`config.mk`:
```
export PLATFORM = sky130hd
export DESIGN_NAME = timer_counter
export DESIGN_NICKNAME = d
export VERILOG_FILES = /design/src/rtl/timer_counter.sv
export SDC_FILE = /design/constraint.sdc
export NUM_CORES = 1
export LEC_CHECK = 0
export ABC_AREA = 0
export CAP_MARGIN = 40
export CELL_PAD_IN_SITES_DETAIL_PLACEMENT = 0
export CELL_PAD_IN_SITES_GLOBAL_PLACEMENT = 2
export CORE_UTILIZATION = 27
export CTS_CLUSTER_SIZE = 20
export DETAILED_ROUTE_END_ITERATION = 7
export PLACE_DENSITY = 0.78
export SLEW_MARGIN = 15
export SYNTH_ARGS = -nofsm -noshare
export SYNTH_HDL_FRONTEND = slang
export SYNTH_SLANG_ARGS = --single-unit
export TNS_END_PERCENT = 5
```
`constraint.sdc`:
```
create_clock -name clk -period 3.5 [get_ports clk]
set_input_delay 1.05 -clock clk [delete_from_list [all_inputs] [get_ports clk]]
set_output_delay 1.05 -clock clk [all_outputs]
set_load 0.05 [all_outputs]
```
`src/rtl/timer_counter.sv`:
```
// Memory-mapped countdown timer: CTRL/PRESET/COUNT registers,
// one-shot or auto-reload modes, level interrupt request.
module timer_counter (
  input  logic        clk,
  input  logic        reset,
  input  logic [29:0] Addr,
  input  logic        WE,
  input  logic [31:0] Din,
  output logic [31:0] Dout,
  output logic        IRQ
);

  typedef enum logic [1:0] {
    IDLE,
    LOAD,
    CNT,
    INT
  } state_t;

  state_t      state, state_n;
  logic [3:0]  ctrl, ctrl_n;
  logic [31:0] preset, preset_n;
  logic [31:0] count, count_n;
  logic        irq_flag, flag_n;
  logic [1:0]  sel;
  logic        en;
  logic        reload;
  logic        unused;

  assign sel    = Addr[1:0];
  assign en     = ctrl[0];
  assign reload = (ctrl[2:1] == 2'b01);
  assign IRQ    = ctrl[3] & irq_flag;
  assign unused = ^Addr[29:2];

  always_ff @(posedge clk) begin
    if (reset) begin
      state    <= IDLE;
      ctrl     <= '0;
      preset   <= '0;
      count    <= '0;
      irq_flag <= 1'b0;
    end else begin
      state    <= state_n;
      ctrl     <= ctrl_n;
      preset   <= preset_n;
      count    <= count_n;
      irq_flag <= flag_n;
    end
  end

  // A bus write always wins: the FSM is frozen for that cycle.
  always_comb begin
    state_n  = state;
    ctrl_n   = ctrl;
    preset_n = preset;
    count_n  = count;
    flag_n   = irq_flag;
    if (WE) begin
      unique case (sel)
        2'd0: begin
          ctrl_n = Din[3:0];
          flag_n = 1'b0;
        end
        2'd1: preset_n = Din;
        2'd2: ;
        2'd3: ;
      endcase
    end else begin
      unique case (state)
        IDLE: begin
          if (en) begin
            flag_n  = 1'b0;
            state_n = LOAD;
          end
        end
        LOAD: begin
          count_n = preset;
          state_n = CNT;
        end
        CNT: begin
          if (!en) begin
            state_n = IDLE;
          end else if (count > 32'd1) begin
            count_n = count - 32'd1;
          end else begin
            count_n = '0;
            flag_n  = 1'b1;
            state_n = INT;
          end
        end
        INT: begin
          if (reload) begin
            flag_n = 1'b0;
          end else begin
            ctrl_n[0] = 1'b0;
          end
          state_n = IDLE;
        end
      endcase
    end
  end

  always_comb begin
    Dout = '0;
    unique case (sel)
      2'd0: Dout = {28'b0, ctrl};
      2'd1: Dout = preset;
      2'd2: Dout = count;
      2'd3: Dout = '0;
    endcase
  end

endmodule

```
### Word-level counts from Yosys, hierarchy flattened

Index checks and enable logic that the tools add are counted.

| word-level totals | value |
|---|---|
| register bits after elaboration | 71 |
| latch bits | 0 |
| RAM bits | 0 |
| ROM bits | 0 |
| output and inout bits | 33 |
| word-level logic and storage cells | 56 |
| memories | 0 |

| cells by class | value |
|---|---|
| add/subtract/negate cells | 1 |
| multipliers | 0 |
| divide/modulo/power cells | 0 |
| magnitude comparators | 1 |
| eq/ne operators | 16 |
| shift operators | 0 |
| multiplexer cells | 19 |
| bitwise operators | 2 |
| reduce and logical (&&, ||, !) cells | 11 |

Operator list:

| operator | number |
|---|---|
| one-hot mux 32 bit (4 select lines) | 1 |
| 2-to-1 mux 32 bit | 2 |
| one-hot mux 32 bit (2 select lines) | 1 |
| greater-than comparator 32 x 1 -> 1 bit (second input constant) | 1 |
| subtractor 32 x 1 -> 32 bit (second input constant) | 1 |
| != test 3 bit (second input constant) | 5 |
| 2-to-1 mux 1 bit | 10 |
| AND reduction 3 bit | 3 |
| == test 2 bit (second input constant) | 4 |
| one-hot mux 2 bit (4 select lines) | 1 |
| == test 2 x 1 -> 1 bit (second input constant) | 3 |
| 2-to-1 mux 2 bit | 3 |
| != test 2 bit (second input constant) | 3 |
| AND reduction 6 bit | 1 |
| zero test 2 bit | 2 |
| AND reduction 2 bit | 2 |
| nonzero test 2 bit | 2 |
| nonzero test 4 bit | 1 |
| one-hot mux 1 bit (3 select lines) | 1 |
| != test 2 x 1 -> 1 bit (second input constant) | 1 |
| bitwise AND 1 bit | 1 |
| inverter 1 bit | 1 |

### Longest topological paths before layout

Gate-level depths: netlist (run 1).

| depth | value |
|---|---|
| depth in word-level cells | 5 |
| gate-level depth with buffers | 9 |
| depth with buffers taken out | 8 |

### Least setup slack after synthesis (run 1)

No wires, ideal clock.

| timing | value |
|---|---|
| path kind | input -> output |
| from | input port Addr[1] |
| to | output port Dout[10] |
| arrival time | 2.532 ns |
| data required time | 2.450 ns |
| slack | -0.082 ns |
| cell stages on the path | 5 |
| buffers on the path | 3 |
| cell sequence | clkbuf_1 -> nor2b_1 -> clkbuf_1 -> buf_1 -> a22o_1 |

| between the ends | value |
|---|---|
| longest elaborated chain between the ends | 2 |

Ends and longest elaborated chain:

| element | RTL line | text |
|---|---|---|
| start, declared | 6 | `input logic [29:0] Addr,` |
| == test 2 bit (tied with other cells) | 106 | `unique case (sel)` |
| one-hot mux 32 bit (4 select lines) * | 106 |  |
| end, declared | 9 | `output logic [31:0] Dout,` |

Mark *: on every way between the ends. The rest lies on a longest branch, timed or not.

### Final worst setup path (run 1)

| timing | value |
|---|---|
| from | input port Addr[0] |
| to | output port Dout[1] |

Same word-level chain as after synthesis.

==> results.md, run 1 <==
• 3940 sq um — Synth Cell Area
• nand2_1 — top-count cell post-synth
• built — CTS tree
• dfxtp_1 — post-synthesis cell type with the largest combined area
• 28.1% — Initial Utilization
• 39.3% — Final Core Density
• 0 — number of setup buffers added after CTS
• 36.1% — sequential cell area fraction in the yosys report
• 44.8% — sequential cell fraction of total power
• 15100 sq um — area of the die
• 0 — Max Cap Violations
• 2450 ps — worst endpoint required time
• 0.000191 V — worst voltage drop across the vdd grid
• count[14] — startpoint of the worst register-to-register path
• 11.8 ps — Placement Setup Slack
• flop to flop — worst hold path class
• 3 — H-tree levels
• 7.45 sq um — per-instance average area after synthesis
• 1.40 mW — P_int
• 3460 ps — Final min period
• 0 — final antenna diode count
• 0 — number of flops mapped to enable cells by yosys
• 53.3% — worst slew slack as a fraction of its limit
• 39 — pin count of the biggest net entering global routing
• 100 x nand2_1, 71 x dfxtp_1, 53 x a21oi_1 — most frequent cells after synthesis
• 0 — Final Hold Violating Endpoints
• 14.1% — fraction of layout instances using a drive strength above 1
• 0 — max-slew violation count
• 340 ps — latest clock arrival within the worst-skew pair
• 0 — Remaining DRCs
• 39.9% — area overhead of the layout relative to synthesis
• 98 — I/O pin cnt
• 9 — total clock buffers created by CTS
• 0 — antenna violations before repair
• 0 — antenna viol nets, final
• primary output — CP endpoint kind
• 24.8% — Sw Share
• completed — result of the run
• 774 — final cell count without fillers
• 759 — total instance count after detailed placement
• 45.0% — proportion of power drawn by the clock network
• 696 ps — transition time at the pin with the least slew margin
• 50 ps — register clock-pin slew on the reported worst setup and hold paths
• 5 — DR pass1 iterations
• clkbuf_16 — root cell of the clock tree
• 5510 sq um — Non-Filler Cell Area, Final
• 2.00 nW — LEAKAGE
• 338 nW/um^2 — Pwr Density
• 0% — async set or reset register ratio after synthesis
• 51 — number of distinct library cell variants in the gate-level netlist after synthesis
• Addr[0] — worst setup path startpoint
• 36.1% — top-area cell type share of the netlist area
• 5.47 — vias per cell
• 10.3% — combinational share of power
• 2 — number of buffers on the longest clock path
• 123 microns — die width
• 0 — YS warnings
• 462 uW — switching power
• dfxtp_1 — most used flip-flop cell after synthesis
• 670 ps — FF-to-FF setup slack
• 21.5 mm — first-pass GRT wire length
• 14000 sq um — core box area
• 657 — count of nets after finishing
• 123 microns — Die Y-Extent
• 0 — residual overflow from global routing
• 6 — cell depth of the worst flop-to-flop path
• 289 MHz — achievable clock frequency
• 2410 ps — worst endpoint data arrival time
• 36.4 ps — slack of the critical path
• 529 — cell count after synthesis
• 0 — number of buffers added to fix hold violations after cts
• primary input to primary output — type of the worst setup path
• 0.883 — global placer's final weighted congestion
• 0 — # setup viols final
• 13.2 mm — drt total wl
• primary input — startpoint kind of the worst setup timing path
• count[30] — FF-to-FF End
• 71 — flip-flop and latch count after synthesis
• 69 — number of buffers inserted by port buffering
• 17.0 microns — average wire length per cell after detail routing
• 18.5% — combined global-route utilization of all metal layers
• dfxtp_1 36%, nand2_1 9.5%, a21oi_1 6.7% — leading cell types by total area after synthesis
• 9.37 mm — final HPWL from detailed placement
• 99.0% — final clock period utilization by the worst path
• 43 — placement row count
• 4183 — vias in the first global route
• 4231 — via total after detailed routing
• 5220 sq um — standard cell area after detailed placement
• 5.41 ps — post-route clock skew
• 14 — maximum fanout along the worst path
• 71 — Clock Sink Count
• 271 — Starting DRT DRC Count
• 472 ps — Hold Worst Slack
• Dout[1] — destination of the critical timing path
• 596 — Synthesized Nets
per-layer routing:
| metal | global-route usage, % | share of wire [%] | vias up |
|---|---|---|---|
| li1 | - | - | 2076 |
| met1 | 24.8 | 47 | 2032 |
| met2 | 29.6 | 47 | 106 |
| met3 | 3.07 | 4.5 | 17 |
| met4 | 6.94 | 1.6 | 0 |
| met5 | 0 | 0 | - |
registers in the layout, summed over array words and instances, names as in the netlist:
name and count:
ctrl 4, state 2, preset 32, count 32, irq_flag 1
area by class of cell:
type / instances / area [sq um]
fill: 1433 / 8530
multi-input combinational: 402 / 2330
sequential: 71 / 1420
timing repair buffer: 96 / 1230
clock buffer: 10 / 239
tap: 180 / 225
inverter: 10 / 37.5
clock inverter: 5 / 25.0
timing repair:
action / in CTS / in global routing
gates resized for setup: 0 / 9
setup endpoints to repair: 1 / 22
hold endpoints to repair: 0 / 0
kinds of logic (layout without fill, tap and decap cells):
logic type,count (synthesis),after routing,share of synthesized area [%]
AOI/OAI and AO/OA,170,170,28.7
DFF,71,71,36.1
adders and majority gates,2,2,0.635
buffers and inverters,56,121,5.43
muxes,7,7,1.78
and+or+nand+nor,223,223,27.4
layout by cell type (no fill, tap or decap), types with 3 or more instances in the layout:
cell,instances
dfxtp_1,71
a21oi_1,53
o21ai_0,28
nor2b_1,3
o41ai_1,3
o31ai_1,4
a31oi_1,16
clkdlybuf4s50_1,35
o21a_1,4
buf_12,33
or4_1,9
nand2_1,100
nand3_1,22
inv_1,10
a22o_1,26
nand4_1,4
nor3_1,14
o22ai_1,3
nand2b_1,6
mux2i_1,7
clkinv_2,5
and2_1,4
nand3b_1,4
and3_1,5
a32oi_1,5
buf_4,24
nor4_1,13
or3_1,5
o32ai_1,6
clkbuf_16,9
nor2_1,25
worst min-delay path by stage:
stage / start / to / slack, ps / depth (start not counted)
final: preset[5] / preset[5] / 470 / 2
after global routing: preset[5] / preset[5] / 500 / 2
after CTS: preset[5] / preset[5] / 470 / 2
after detailed placement: preset[5] / preset[5] / 470 / 2
after global placement: preset[31] / preset[31] / 460 / 2
after floorplan: preset[19] / preset[19] / 440 / 2
power groups by stage:
stage / Combinational (mW) / Clock, mW / Sequential (mW)
floorplan: 0.0891 / 0 / 0.848
global placement: 0.188 / 0 / 0.853
detailed placement: 0.189 / 0 / 0.853
CTS: 0.189 / 0.858 / 0.835
global route: 0.207 / 0.902 / 0.837
finish: 0.191 / 0.838 / 0.835
worst max-delay path, cell delays in order:
cell             delay, ps
clkdlybuf4s50_1        560
nor2b_4                210
buf_6                  180
nand2_1                 70
o21ai_1                160
buf_12                 180
per-stage QoR:
step           setup TNS [ps]  total power [mW]
4_1_cts                -0.444              1.88
3_5_place_dp                0              1.04
6_report                    0              1.86
5_1_grt                 -42.1              1.95
3_3_place_gp            -5.46              1.04
2_1_floorplan           -1820             0.937
Power figures use the tool's default switching activity.
==> run 2, diff against run 1 <==
Settings changed: CORE_UTILIZATION 27 to 25, PLACE_DENSITY 0.78 to 0.71, REMOVE_ABC_BUFFERS set to 1.
==> results.md, run 2 (synthesized netlist as in run 1, its figures left out) <==
• completed — result of the run, unchanged
• 0 ps — setup tns final, unchanged
• 0 — Remaining DRCs, unchanged
• 17.2% — combined global-route utilization of all metal layers, was 18.5%
• 25.7% — Initial Utilization, was 28.1%
• 0 — max-slew violation count, unchanged
• primary output — CP endpoint kind, unchanged
• 21.8 mm — first-pass GRT wire length, was 21.5 mm
• flop to flop — worst hold path class, unchanged
• count: 32 flops, preset: 32 flops, ctrl: 4 flops — Largest regs, unchanged
• count[30] — FF-to-FF End, unchanged
• 128 microns — die width, was 123 microns
• 0.812 — global placer's final weighted congestion, was 0.883
• 28 — maximum fanout along the worst path, was 14
• 45 — placement row count, was 43
• buf_12 — cell with the most instances on the worst path
• 0 — antenna violations before repair, unchanged
• preset[4] — WHS Endpoint, was preset[5]
• 5 — DR pass1 iterations, unchanged
• 100 x nand2_1, 71 x dfxtp_1, 53 x a21oi_1, 36 x clkdlybuf4s50_1, 34 x buf_12 — highest-count cells in the layout ignoring fill and taps, was 100 x nand2_1, 71 x dfxtp_1, 53 x a21oi_1, 35 x clkdlybuf4s50_1, 33 x buf_12
• 340 ps — latest clock arrival within the worst-skew pair, about the same
• 289 MHz — achievable clock frequency, about the same
• clkdlybuf4s50_1 — Slowest cell on crit path, unchanged
• 38.9 ps — slack of the critical path, was 36.4 ps
• 41.9% — area overhead of the layout relative to synthesis, was 39.9%
• 4150 — via total after detailed routing, was 4231
• 50 ps — register clock-pin slew on the reported worst setup and hold paths, about the same
• 0.000233 V — worst voltage drop across the vdd grid, was 0.000191 V
• 792 — total instance count after detailed placement, was 759
• 0 — Max Cap Violations, unchanged
• 2340 sq um — area of the multi-input gates, was 2330 sq um
• 50.1% — worst slew slack as a fraction of its limit, was 53.3%
• clkdlybuf4s50_1 > nor2b_4 > buf_12 > a22o_1 > buf_12 — crit-path cells, was clkdlybuf4s50_1 > nor2b_4 > buf_6 > nand2_1 > o21ai_1 > buf_12
• 5.14 — vias per cell, was 5.47
• 2 — number of buffers on the longest clock path, unchanged
• 128 microns — Die Y-Extent, was 123 microns
• 336 nW/um^2 — Pwr Density, was 338 nW/um^2
• 1661 — total of fill cells in the finished design, was 1433
• 0 — number of setup buffers added after CTS, unchanged
• preset[4] — source of the worst hold timing path, was preset[5]
• nand2_1 — leading cell type in the layout, fill and taps excluded, unchanged
• 0 — antenna viol nets, final, unchanged
• 2450 ps — worst endpoint required time, about the same
• 0 — # setup viols final, unchanged
• 38 — pin count of the biggest net entering global routing, was 39
• 9 — total clock buffers created by CTS, unchanged
• 808 — final cell count without fillers, was 774
• 0 — final antenna diode count, unchanged
• 659 — count of nets after finishing, was 657
• 71 — Clock Sink Count, unchanged
• 6 — cell depth of the worst flop-to-flop path, unchanged
• 3460 ps — Final min period, about the same
• clkbuf_16 — root cell of the clock tree, unchanged
• 2410 ps — worst endpoint data arrival time, about the same
• 98.9% — final clock period utilization by the worst path, was 99.0%
• 13.4 mm — drt total wl, was 13.2 mm
• 0 — residual overflow from global routing, unchanged
• 9.33 mm — final HPWL from detailed placement, was 9.37 mm
• 560 ps — stage delay of the slowest cell on the critical path, about the same
• 610 ps — FF-to-FF setup slack, was 670 ps
• 2.01 nW — LEAKAGE, was 2.00 nW
• 1.88 mW — overall power, was 1.86 mW
• built — CTS tree, unchanged
• count[14] — startpoint of the worst register-to-register path, unchanged
• 16300 sq um — area of the die, was 15100 sq um
• true — unrepaired setup endpoints after global routing
• 260 — Starting DRT DRC Count, was 271
• 3 — H-tree levels, unchanged
• primary input — startpoint kind of the worst setup timing path, unchanged
• 16.6 microns — average wire length per cell after detail routing, was 17.0 microns
• 14.1% — fraction of layout instances using a drive strength above 1, about the same
• -0.673 ps — Placement Setup Slack, was 11.8 ps
• 1420 sq um — area used by sequential logic in the layout, unchanged
• 98 — I/O pin cnt, unchanged
• 743 ps — transition time at the pin with the least slew margin, was 696 ps
• 0 — Final Hold Violating Endpoints, unchanged
• 15300 sq um — core box area, was 14000 sq um
• 69 — number of buffers inserted by port buffering, unchanged
• primary input to primary output — type of the worst setup path, unchanged
• 4003 — vias in the first global route, was 4183
• 2 — Cells on Worst Hold Path, unchanged
• 5.23 ps — post-route clock skew, was 5.41 ps
==> run 2: through the flow <==
step / utilization, % / hold slack (ps) / cell area (sq um)
2_1_floorplan: - / 438 / 3760
3_3_place_gp: 34.5 / 460 / 5290
3_5_place_dp: 34.5 / 466 / 5290
4_1_cts: 36.3 / 473 / 5560
5_1_grt: 36.5 / 492 / 5590
6_report: 36.5 / 472 / 5590
==> run 2: area by class of cell <==
type | count | area share [%]
inverters | 10 | 0.671
repair buffers | 98 | 22.4
well taps | 211 | 4.72
multi-input cells | 402 | 41.9
flip-flops and latches | 71 | 25.4
clock buffers | 16 | 4.86
==> run 2: power by group <==
group | internal, mW | switching (mW) | leakage, nW
clock | 0.520 | 0.334 | 0.131
sequential | 0.823 | 0.0123 | 0.574
combinational | 0.0919 | 0.100 | 1.30
total | 1.43 | 0.446 | 2.01
==> run 2: what timing repair did <==
item                                    in CTS  in global routing
endpoints found under the setup margin       5                  9
hold buffers                                 0                  0
pin swaps                                    0                  0
gates resized for setup                      1                  7
hold endpoints to repair                     0                  0
==> run 2: how the worst max path moves through the flow <==
stage / startpoint / to / slack, ps
finish: Addr[1] / Dout[28] / 40
global route: Addr[1] / Dout[1] / -10
CTS: Addr[1] / Dout[31] / 10
detailed placement: Addr[0] / Dout[0] / -0.7
global placement: Addr[0] / Dout[8] / -4
floorplan: Addr[0] / Dout[0] / -400
==> run 2: metal layers <==
metal  vias up  global-route usage, %  share of wire (%)
met5         -                      0                  0
met4         0                   6.09                1.9
met3        21                   2.89                3.7
met2        94                   27.2                 45
met1      1955                   23.4                 49
li1       2080                      -                  -
==> run 2: worst max-delay path, delay by kind of cell <==
family / cells / cell delay (ps)
buffers and inverters: 3 / 900
AOI/OAI and AO/OA: 1 / 240
and+or+nand+nor: 1 / 200
==> run 3, diff against run 2 <==
Settings changed: ABC_AREA 0 to 1, PLACE_DENSITY 0.71 to 0.73, SLEW_MARGIN 15 to 20.
==> results.md, run 3 <==
• 2.15% — XOR/XNOR Fraction of Synth Area, was 0%
• 14.7 microns — average wire length per cell after detail routing, was 16.6 microns
• built — CTS tree, unchanged
• 4.70 — vias per cell, was 5.14
• 0.615% — fraction of the mapped netlist area in adder cells, was 0.635%
• 15900 sq um — core box area, was 15300 sq um
• -127 ps — Placement Setup Slack, was -0.673 ps
• 260 ps — stage delay of the slowest cell on the critical path, was 560 ps
• 0 ps — setup tns final, unchanged
• 0 — number of flops mapped to enable cells by yosys, unchanged
• 14 — maximum fanout along the worst path, was 28
• dfxtp_1 35%, a21oi_1 12%, o21ai_0 8.4% — leading cell types by total area after synthesis, was dfxtp_1 36%, nand2_1 9.5%, a21oi_1 6.7%
• 6 — DR pass1 iterations, was 5
• 4226 — via total after detailed routing, was 4150
• 0 — residual overflow from global routing, unchanged
• 5380 sq um — standard cell area after detailed placement, was 5290 sq um
• 7 — stages on the worst setup path, was 5
• flop to flop — worst hold path class, unchanged
• 57.7% — worst slew slack as a fraction of its limit, was 50.1%
• primary output — CP endpoint kind, unchanged
• 0.783 — global placer's final weighted congestion, was 0.812
• 5860 sq um — Non-Filler Cell Area, Final, was 5590 sq um
• 3 — H-tree levels, unchanged
• 71 — Clock Sink Count, unchanged
• 69 — number of buffers inserted by port buffering, unchanged
• 26.1% — combinational share of power, was 10.2%
• 89.4% — final clock period utilization by the worst path, was 98.9%
• 25.6% — Initial Utilization, was 25.7%
• 9 — total clock buffers created by CTS, unchanged
• 2450 ps — worst endpoint required time, about the same
• Addr[0] — worst setup path startpoint, was Addr[1]
• 16.7% — combined global-route utilization of all metal layers, was 17.2%
• 5 — worst path buffer plus inverter count, was 3
• 0 — # setup viols final, unchanged
• 27.5% — area fraction in compound gates after synthesis, was 28.7%
• a21oi_1 — top-count cell post-synth, was nand2_1
• 2.32 nW — LEAKAGE, was 2.01 nW
• 0 — number of buffers added to fix hold violations after cts, unchanged
• 130 microns — Die Y-Extent, was 128 microns
• 34 — number of distinct library cell variants in the gate-level netlist after synthesis, was 51
• 1350 ps — FF-to-FF setup slack, was 610 ps
• count: 32 flops, preset: 32 flops, ctrl: 4 flops — Largest regs, unchanged
• 0 — antenna violations before repair, unchanged
• dlymetal6s2s_1 > inv_1 > nor2_2 > inv_2 > buf_6 > o22ai_1 > buf_12 — crit-path cells, was clkdlybuf4s50_1 > nor2b_4 > buf_12 > a22o_1 > buf_12
• 0 — Remaining DRCs, unchanged
• 71 — flip-flop and latch count after synthesis, unchanged
• 34.9% — top-area cell type share of the netlist area, was 36.1%
• 31.5% — Sw Share, was 23.7%
• 34.9% — sequential cell area fraction in the yosys report, was 36.1%
• 350 ps — latest clock arrival within the worst-skew pair, was 340 ps
• 612 — cell count after synthesis, was 529
• 0% — async set or reset register ratio after synthesis, unchanged
• 6.65 sq um — per-instance average area after synthesis, was 7.45 sq um
• dfxtp_1 — post-synthesis cell type with the largest combined area, unchanged
• buffers and inverters — Largest delay share family, worst path, unchanged
• 1.77 mW — P_int, was 1.43 mW
• 0 — YS warnings, unchanged
• 9.16 mm — final HPWL from detailed placement, was 9.33 mm
• 39.7% — proportion of power drawn by the clock network, was 45.4%
• 21.6 mm — first-pass GRT wire length, was 21.8 mm
• 815 uW — switching power, was 446 uW
• 23.1% — basic-gate share of the synthesized area counting and, or, nand and nor cells, was 27.4%
• 0 — max-slew violation count, unchanged
• false — unrepaired setup endpoints after global routing, was true
• count[29] — FF-to-FF End, was count[30]
• 44.0% — area overhead of the layout relative to synthesis, was 41.9%
• 46 — placement row count, was 45
• 634 ps — transition time at the pin with the least slew margin, was 743 ps
• o22ai_1 — Slowest cell on crit path, was clkdlybuf4s50_1
• 320 MHz — achievable clock frequency, was 289 MHz
• 60 ps — register clock-pin slew on the reported worst setup and hold paths, was 50 ps
• 100 x a21oi_1, 84 x inv_1, 82 x nand2_1 — most frequent cells after synthesis, was 100 x nand2_1, 71 x dfxtp_1, 53 x a21oi_1
• Dout[11] — destination of the critical timing path, was Dout[28]
• 11 — cell depth of the worst flop-to-flop path, was 6
• 5.76 ps — post-route clock skew, was 5.23 ps
• count[0] — startpoint of the worst register-to-register path, was count[14]
• 4232 — vias in the first global route, was 4003
• 0 — final antenna diode count, unchanged
• 0% — multiplexer area fraction after synthesis, was 1.78%
• 746 — count of nets after finishing, was 659
• 442 nW/um^2 — Pwr Density, was 336 nW/um^2
• 2080 ps — worst endpoint data arrival time, was 2410 ps
• 0 — Max Cap Violations, unchanged
• 13.2 mm — drt total wl, was 13.4 mm
• 44 — pin count of the biggest net entering global routing, was 38
• 130 microns — die width, was 128 microns
• completed — result of the run, unchanged
• 0 — antenna viol nets, final, unchanged
• clkbuf_16 — root cell of the clock tree, unchanged
• 34.2% — sequential cell fraction of total power, was 44.4%
• 98 — I/O pin cnt, unchanged
• 0.000240 V — worst voltage drop across the vdd grid, was 0.000233 V
• 16800 sq um — area of the die, was 16300 sq um
• 370 ps — slack of the critical path, was 38.9 ps
• 0 — Final Hold Violating Endpoints, unchanged
• 4070 sq um — Synth Cell Area, was 3940 sq um
• dfxtp_1 — most used flip-flop cell after synthesis, unchanged
• a21oi_1 — leading cell type in the layout, fill and taps excluded, was nand2_1
• 230 — Starting DRT DRC Count, was 260
• 3130 ps — Final min period, was 3460 ps
• 2 — number of buffers on the longest clock path, unchanged
• compound AO/OA/AOI/OAI gates — dominant combinational cell family by area after synthesis, unchanged
• 100 x a21oi_1, 82 x inv_1, 81 x nand2_1, 71 x dfxtp_1, 67 x o21ai_0 — highest-count cells in the layout ignoring fill and taps, was 100 x nand2_1, 71 x dfxtp_1, 53 x a21oi_1, 36 x clkdlybuf4s50_1, 34 x buf_12
• 18.1% — fraction of layout instances using a drive strength above 1, was 14.1%
• primary input — startpoint kind of the worst setup timing path, unchanged
• primary input to primary output — type of the worst setup path, unchanged
[run 3: changes by cell type after synthesis, moves of 18 or more]
| cell | previous run | this run |
|---|---|---|
| clkbuf_1 | 41 | 21 |
| nor2_1 | 25 | 43 |
| o22ai_1 | 3 | 27 |
| nand2_1 | 100 | 82 |
| o21ai_0 | 30 | 68 |
| inv_1 | 10 | 84 |
| a21oi_1 | 53 | 100 |
| a22o_1 | 28 | 0 |
[run 3: how the worst min path moves through the flow]
stage,start,slack (ps),endpoint,cells past startpoint
6_report,preset[31],470,preset[31],2
5_1_grt,preset[31],500,preset[31],2
4_1_cts,preset[10],470,preset[10],2
3_5_place_dp,preset[10],460,preset[10],2
3_3_place_gp,preset[12],460,preset[12],2
2_1_floorplan,preset[6],440,preset[6],2
[run 3: what timing repair did]
item                                    CTS  global route
setup buffers                             0             0
endpoints found under the setup margin   25            31
resized for setup                         8            22
[run 3: worst register-to-register path, delay by kind of cell (launching register included)]
kind	cells	cell delay, ps
compound gates	1	180
fa+ha+maj	1	290
buf+inv	2	580
flops	1	350
simple gates	7	680
[run 3: power by group through the flow]
stage | Clock (mW) | Sequential, mW | Combinational [mW]
after floorplan | 0 | 0.892 | 0.435
after global placement | 0 | 0.901 | 0.657
after CTS | 1.05 | 0.885 | 0.670
after detailed placement | 0 | 0.902 | 0.662
final | 1.03 | 0.885 | 0.674
after global routing | 1.09 | 0.890 | 0.753
[run 3: kinds of logic (layout without fill, tap and decap cells)]
| group | after synthesis | after routing |
|---|---|---|
| compound gates | 211 | 211 |
| simple gates | 199 | 199 |
| buf+inv | 119 | 191 |
| flops | 71 | 71 |
| xor+xnor | 10 | 10 |
| fa+ha+maj | 2 | 2 |
[run 3: metal layers]
metal | wire length, microns | GRT usage (%)
met1 | 6460 | 22.1
met2 | 6010 | 26.5
met3 | 481 | 2.97
met4 | 252 | 6.91
met5 | 0 | 0
[run 3: metrics by stage]
stage	total power [mW]	cells	hold WS (ps)	utilization, %
floorplan	1.33	580	441	-
global placement	1.56	884	460	33.9
detailed placement	1.56	884	462	33.9
CTS	2.60	900	471	36.2
global route	2.73	900	505	36.9
finish	2.59	900	472	36.9
[run 3: layout make-up]
type                            count  area, sq um
Timing Repair Buffer               88         1200
Tap cell                          216          270
Fill cell                        1692        10000
Clock inverter                      3         65.1
Clock buffer                       13          260
Inverter                           87          327
Multi-Input combinational cell    422         2310
Sequential cell                    71         1420
